===== src/rtl/nav_pkg.sv =====
// Shared navigation-datapath types and defaults for the divider arbiter.
package nav_pkg;

  localparam int DATA_WIDTH = 16;
  localparam int BIN_POS    = 8;

  typedef enum logic [1:0] {
    ARB_IDLE = 2'd0,
    ARB_WAIT = 2'd1,
    ARB_DONE = 2'd2
  } arb_state_t;

endpackage


===== src/rtl/rr_pick.sv =====
// Combinational round-robin picker: first asserted request after `last`.
module rr_pick #(
  parameter int NUM_REQ = 3,
  parameter int IDX_W   = $clog2(NUM_REQ)
) (
  input  logic [NUM_REQ-1:0] req,
  input  logic [IDX_W-1:0]   last,
  output logic               valid,
  output logic [IDX_W-1:0]   idx
);

  logic [IDX_W-1:0] cand;

  // Scan last+1, last+2, ... modulo NUM_REQ; the first hit wins.
  always_comb begin
    valid = 1'b0;
    idx   = '0;
    cand  = '0;
    for (int unsigned off = 1; off <= unsigned'(NUM_REQ); off++) begin
      cand = IDX_W'((32'(last) + off) % unsigned'(NUM_REQ));
      if (!valid && req[cand]) begin
        valid = 1'b1;
        idx   = cand;
      end
    end
  end

endmodule


===== src/rtl/div_arbiter.sv =====
// Round-robin sequencer sharing one fixed-point divider between requesters,
// with a watchdog that aborts a divider that never finishes.
module div_arbiter #(
  parameter int DATA_WIDTH = nav_pkg::DATA_WIDTH,
  parameter int NUM_REQ    = 3,
  parameter int TIMEOUT    = 255
) (
  input  logic                          clk,
  input  logic                          rst,
  input  logic [NUM_REQ-1:0]            req,
  input  logic [NUM_REQ*DATA_WIDTH-1:0] req_lhs,
  input  logic [NUM_REQ*DATA_WIDTH-1:0] req_rhs,
  output logic [NUM_REQ-1:0]            grant,
  output logic [NUM_REQ-1:0]            resp_valid,
  output logic [DATA_WIDTH-1:0]         resp_data,
  output logic                          resp_singular,
  output logic                          resp_timeout,
  output logic                          busy,
  output logic                          div_rst,
  output logic [DATA_WIDTH-1:0]         div_lhs,
  output logic [DATA_WIDTH-1:0]         div_rhs,
  input  logic                          div_complete,
  input  logic                          div_singular,
  input  logic [DATA_WIDTH-1:0]         div_out
);

  import nav_pkg::*;

  localparam int IDX_W = $clog2(NUM_REQ);
  localparam int WD_W  = $clog2(TIMEOUT);

  arb_state_t              state, state_next;
  logic [IDX_W-1:0]        last, last_next;
  logic [IDX_W-1:0]        id, id_next;
  logic [WD_W-1:0]         wd, wd_next;
  logic [NUM_REQ-1:0]      grant_next, resp_valid_next;
  logic [DATA_WIDTH-1:0]   resp_data_next, lhs_next, rhs_next;
  logic                    sing_next, tmo_next, div_rst_next;
  logic                    pick_valid;
  logic [IDX_W-1:0]        pick_idx;

  rr_pick #(
    .NUM_REQ (NUM_REQ),
    .IDX_W   (IDX_W)
  ) u_pick (
    .req   (req),
    .last  (last),
    .valid (pick_valid),
    .idx   (pick_idx)
  );

  assign busy = (state != ARB_IDLE);

  // Register all state and the registered outputs; reset aborts any operation.
  always_ff @(posedge clk) begin
    if (rst) begin
      state         <= ARB_IDLE;
      last          <= IDX_W'(NUM_REQ - 1);
      id            <= '0;
      wd            <= '0;
      grant         <= '0;
      resp_valid    <= '0;
      resp_data     <= '0;
      resp_singular <= 1'b0;
      resp_timeout  <= 1'b0;
      div_rst       <= 1'b1;
      div_lhs       <= '0;
      div_rhs       <= '0;
    end else begin
      state         <= state_next;
      last          <= last_next;
      id            <= id_next;
      wd            <= wd_next;
      grant         <= grant_next;
      resp_valid    <= resp_valid_next;
      resp_data     <= resp_data_next;
      resp_singular <= sing_next;
      resp_timeout  <= tmo_next;
      div_rst       <= div_rst_next;
      div_lhs       <= lhs_next;
      div_rhs       <= rhs_next;
    end
  end

  // Next-state and next-output logic; pulses default low, data holds.
  always_comb begin
    state_next      = state;
    last_next       = last;
    id_next         = id;
    wd_next         = wd;
    grant_next      = '0;
    resp_valid_next = '0;
    resp_data_next  = resp_data;
    sing_next       = resp_singular;
    tmo_next        = resp_timeout;
    div_rst_next    = div_rst;
    lhs_next        = div_lhs;
    rhs_next        = div_rhs;
    unique case (state)
      ARB_IDLE: begin
        div_rst_next = 1'b1;
        if (pick_valid) begin
          state_next           = ARB_WAIT;
          last_next            = pick_idx;
          id_next              = pick_idx;
          wd_next              = '0;
          grant_next[pick_idx] = 1'b1;
          div_rst_next         = 1'b0;
          for (int unsigned i = 0; i < unsigned'(NUM_REQ); i++) begin
            if (pick_idx == IDX_W'(i)) begin
              lhs_next = req_lhs[i*DATA_WIDTH +: DATA_WIDTH];
              rhs_next = req_rhs[i*DATA_WIDTH +: DATA_WIDTH];
            end
          end
        end
      end
      ARB_WAIT: begin
        wd_next = wd + 1'b1;
        if (div_singular || div_complete || (wd == WD_W'(TIMEOUT - 1))) begin
          state_next          = ARB_DONE;
          resp_valid_next[id] = 1'b1;
          div_rst_next        = 1'b1;
          // Singular outranks complete, which outranks the watchdog.
          if (div_singular) begin
            resp_data_next = '0;
            sing_next      = 1'b1;
            tmo_next       = 1'b0;
          end else if (div_complete) begin
            resp_data_next = div_out;
            sing_next      = 1'b0;
            tmo_next       = 1'b0;
          end else begin
            resp_data_next = '0;
            sing_next      = 1'b0;
            tmo_next       = 1'b1;
          end
        end
      end
      ARB_DONE: begin
        sing_next    = 1'b0;
        tmo_next     = 1'b0;
        div_rst_next = 1'b1;
        state_next   = ARB_IDLE;
      end
      default: state_next = ARB_IDLE;
    endcase
  end

endmodule

===== config.mk =====
export PLATFORM = sky130hd
export DESIGN_NAME = div_arbiter
export DESIGN_NICKNAME = d
export VERILOG_FILES = /design/src/rtl/nav_pkg.sv /design/src/rtl/rr_pick.sv /design/src/rtl/div_arbiter.sv
export SDC_FILE = /design/constraint.sdc
export NUM_CORES = 1
export LEC_CHECK = 0
export ABC_AREA = 0
export BUFFER_PORTS_ARGS = -buffer_cell sky130_fd_sc_hd__buf_2
export CAP_MARGIN = 20
export CORE_MARGIN = 10
export CORE_UTILIZATION = 46
export DETAILED_ROUTE_END_ITERATION = 7
export PLACE_DENSITY = 0.8
export SKIP_CTS_REPAIR_TIMING = 1
export SYNTH_ARGS = -nofsm -noshare
export SYNTH_HDL_FRONTEND = slang
export SYNTH_SLANG_ARGS = --single-unit

===== constraint.sdc =====
create_clock -name clk -period 3.4 [get_ports clk]
set_input_delay 0 -clock clk [delete_from_list [all_inputs] [get_ports clk]]
set_output_delay 0 -clock clk [all_outputs]
set_load 0.01 [all_outputs]

==> results.tsv <==
metric	value	unit
R2R setup slack	0.47	ns
Synth Register Bits	70	
Crit-path slowest cell	or4_1	
Worst Path Class, Setup	reg2reg	
Synth cell types	49	
PortBufs	176	
first-pass GRT wire length	17.7	mm
syn_nets	489	
Synth Instances	361	
failing checks	hold timing	
Worst setup EP type	flip-flop	
clock sinks	70	
multi-input logic area	0.00202	mm²
largest net degree at the start of global routing	79	
grt ovf	0	
Worst EP required	3.62	ns
share of layout cells above drive strength 1	38.2	%
placed cell areas	0.00451	mm²
crit path max fanout	35	
Async SR Flop Fraction	0	%
clk slew on worst S/H paths	0.08	ns
Worst Tran Pin Value	1.08	ns
Avg Synthesized Cell Area	10.0	µm²
die height	109	µm
largest stage delay on the critical path	0.53	ns
Overall Global Routing Usage	18.4	%
period utilization	86.1	%
CTS H-tree depth	3	
fill cell count	588	
Worst-Skew Late Latency	0.34	ns
Root Driver	clkbuf_8	
Area growth syn-to-layout	46.4	%
Post-DRT Antenna Nets	0	
most common flop cell mapped by yosys	dfxtp_1	
Final Instance Area	0.00529	mm²
Die W	109	µm
Placed Cells	617	
via count	3824	
HPWL after DPL	8.55	mm
clk_skew	0.00629	ns
Place WS	0.579	ns
Non-Filler Instances	691	
post-route DRC violation count	0	
Final setup viols	0	
die area	0.0118	mm²
sequential-to-total area share from yosys stat	38.8	%
minimum clock period	2.93	ns
total power	3.56	mW
initial drt markers	232	
Synth Warn #	0	
worst setup margin	0.472	ns
mapped cell area	0.00361	mm²
Fmax	342	MHz
number of synthesized flops with an enable pin	0	
Pre-antenna DRT Iters	5	
CTS Buffer Depth	2	
Via-to-Cell Ratio	5.53	
Num CTS Buffers	9	
RSZ-0062 raised after global routing	false	
most frequent CP cell	mux2i_1	
Total Nets Final	709	
Leakage	2.34	nW
CP Data Arrival Time	3.15	ns
max-cap viol count	0	
PD cells	673	mW/mm²
Max VDD drop	471	µV
Reg area	0.00140	mm²
WHS	-0.0392	ns
number of hold violations in the final report	9	
relative slew slack	27.8	%
initial antenna violation count	0	
core footprint	0.00769	mm²
Initial Utilization	47.0	%
min-delay worst type	in2reg	
wire per inst	18.3	µm
final WL	12.6	mm
vias in the first global route	3688	
TritonCTS clock tree	done	
site row count	32	
setup tns final	0	ns
cell chain of the critical path	inv_1 > ha_1 > mux2i_1 > o22ai_2 > or4_1 > nand2_4 > mux2i_1 > o211ai_2	
status	complete, but fails checks	
GPL Wtd Cong	0.921	
Worst setup SP type	flip-flop	
boundary pin count	177	
Final Max Slew Viols	0	
## report_power, final
group | switching [mW] | internal, mW | total [mW]
Combinational | 1.02 | 0.672 | 1.69
Clock | 0.328 | 0.415 | 0.743
Sequential | 0.111 | 1.02 | 1.13
## routing by layer
| metal | part of all wire (%) | GRT usage (%) | routed length [µm] | up-vias |
|---|---|---|---|---|
| li1 | - | - | - | 1827 |
| met1 | 38 | 20.3 | 4770 | 1790 |
| met2 | 50 | 30.6 | 6290 | 181 |
| met3 | 10 | 9.26 | 1300 | 26 |
| met4 | 2.0 | 5.46 | 255 | 0 |
| met5 | 0 | 0 | 0 | - |
## placed cells by master, fill, tap and decap left out, types with 2 or more instances in the layout
cell           Yosys  layout
or3_1              4       4
o211ai_2           7       7
a21oi_1           12      12
xnor2_1            3       3
bufinv_16          0       2
ha_1               9       9
o21ai_0           13      13
inv_1              8       8
or4_1              2       2
nor2_1            17      17
nand3b_1          33      33
diode_2            0       3
a22o_1            16      16
o31ai_1            2       2
nor3_1             9       9
o211ai_1          23      23
nand2_1            9       9
nor4_1             5       5
or4b_1            22      22
nand3_1            2       2
dfxtp_1           70      70
o21bai_1           3       3
clkinv_4           0       3
buf_2              5     176
mux2i_1           33      33
clkbuf_8           0       9
or4b_2             9       9
buf_4              0       7
dlygate4sd3_1      0      55
## worst max-delay path: cells and delay by family, from the launching register on
family,cells,cell delay [ns]
multiplexers,2,0.65
flip-flops,1,0.35
AO/OA/AOI/OAI,2,0.29
buffers and inverters,1,0.11
adder cells (fa/ha/maj),1,0.35
AND/OR/NAND/NOR,2,1.02
## Yosys cell counts (12+ instances only)
master | number | area [µm²]
a21oi_1 | 12 | 60.1
nand3b_1 | 33 | 248
o211ai_1 | 23 | 173
a22o_1 | 16 | 140
dfxtp_1 | 70 | 1400
o21ai_0 | 13 | 65.1
clkbuf_1 | 16 | 60.1
mux2i_1 | 33 | 330
or4b_1 | 22 | 220
nor2_1 | 17 | 63.8
## state kept, by name (all words and copies together) (netlist names)
register / flops
div_lhs: 16
div_rhs: 16
div_rst: 1
grant: 3
id: 1
last: 2
resp_data: 16
resp_singular: 1
resp_timeout: 1
resp_valid: 3
state: 2
wd: 8
## per-stage QoR
stage               hold WS, ns  util (%)
CTS                      -0.149      61.5
floorplan                 0.126         -
finish                  -0.0392      68.8
global route           0.000841      68.7
detailed placement        0.213      58.6
global placement          0.213      58.5
## worst paths after layout
path / from / to / cells after the start
max: last[0]$_SDFFE_PP0P_ / div_lhs[4]$_SDFFE_PP0P_ / 8
min: req_lhs[13] / div_lhs[13]$_SDFFE_PP0P_ / 3
max reg2reg: last[0]$_SDFFE_PP0P_ / div_lhs[4]$_SDFFE_PP0P_ / 8
min reg2reg: resp_timeout$_SDFFE_PP0P_ / resp_timeout$_SDFFE_PP0P_ / 2
## logic make-up (layout without fill, tap and decap cells)
group	Yosys count	in the layout	synth area share, %
buffers and inverters	37	262	5.68
AND/OR/NAND/NOR	122	122	23.9
adder cells (fa/ha/maj)	9	9	3.12
AO/OA/AOI/OAI	87	87	18.7
other	0	3	0
XOR/XNOR	3	3	0.727
flip-flops	70	70	38.8
multiplexers	33	33	9.14
## cell type report
| cell class | instances | area share (%) |
|---|---|---|
| Multi-Input combinational cell | 254 | 38.1 |
| Timing Repair Buffer | 238 | 28.1 |
| Sequential cell | 70 | 26.5 |
| Tap cell | 102 | 2.41 |
| Clock buffer | 9 | 2.34 |
| Clock inverter | 7 | 1.87 |
| Inverter | 8 | 0.568 |
| Antenna cell | 3 | 0.142 |
(Power assumes the default switching activity.)
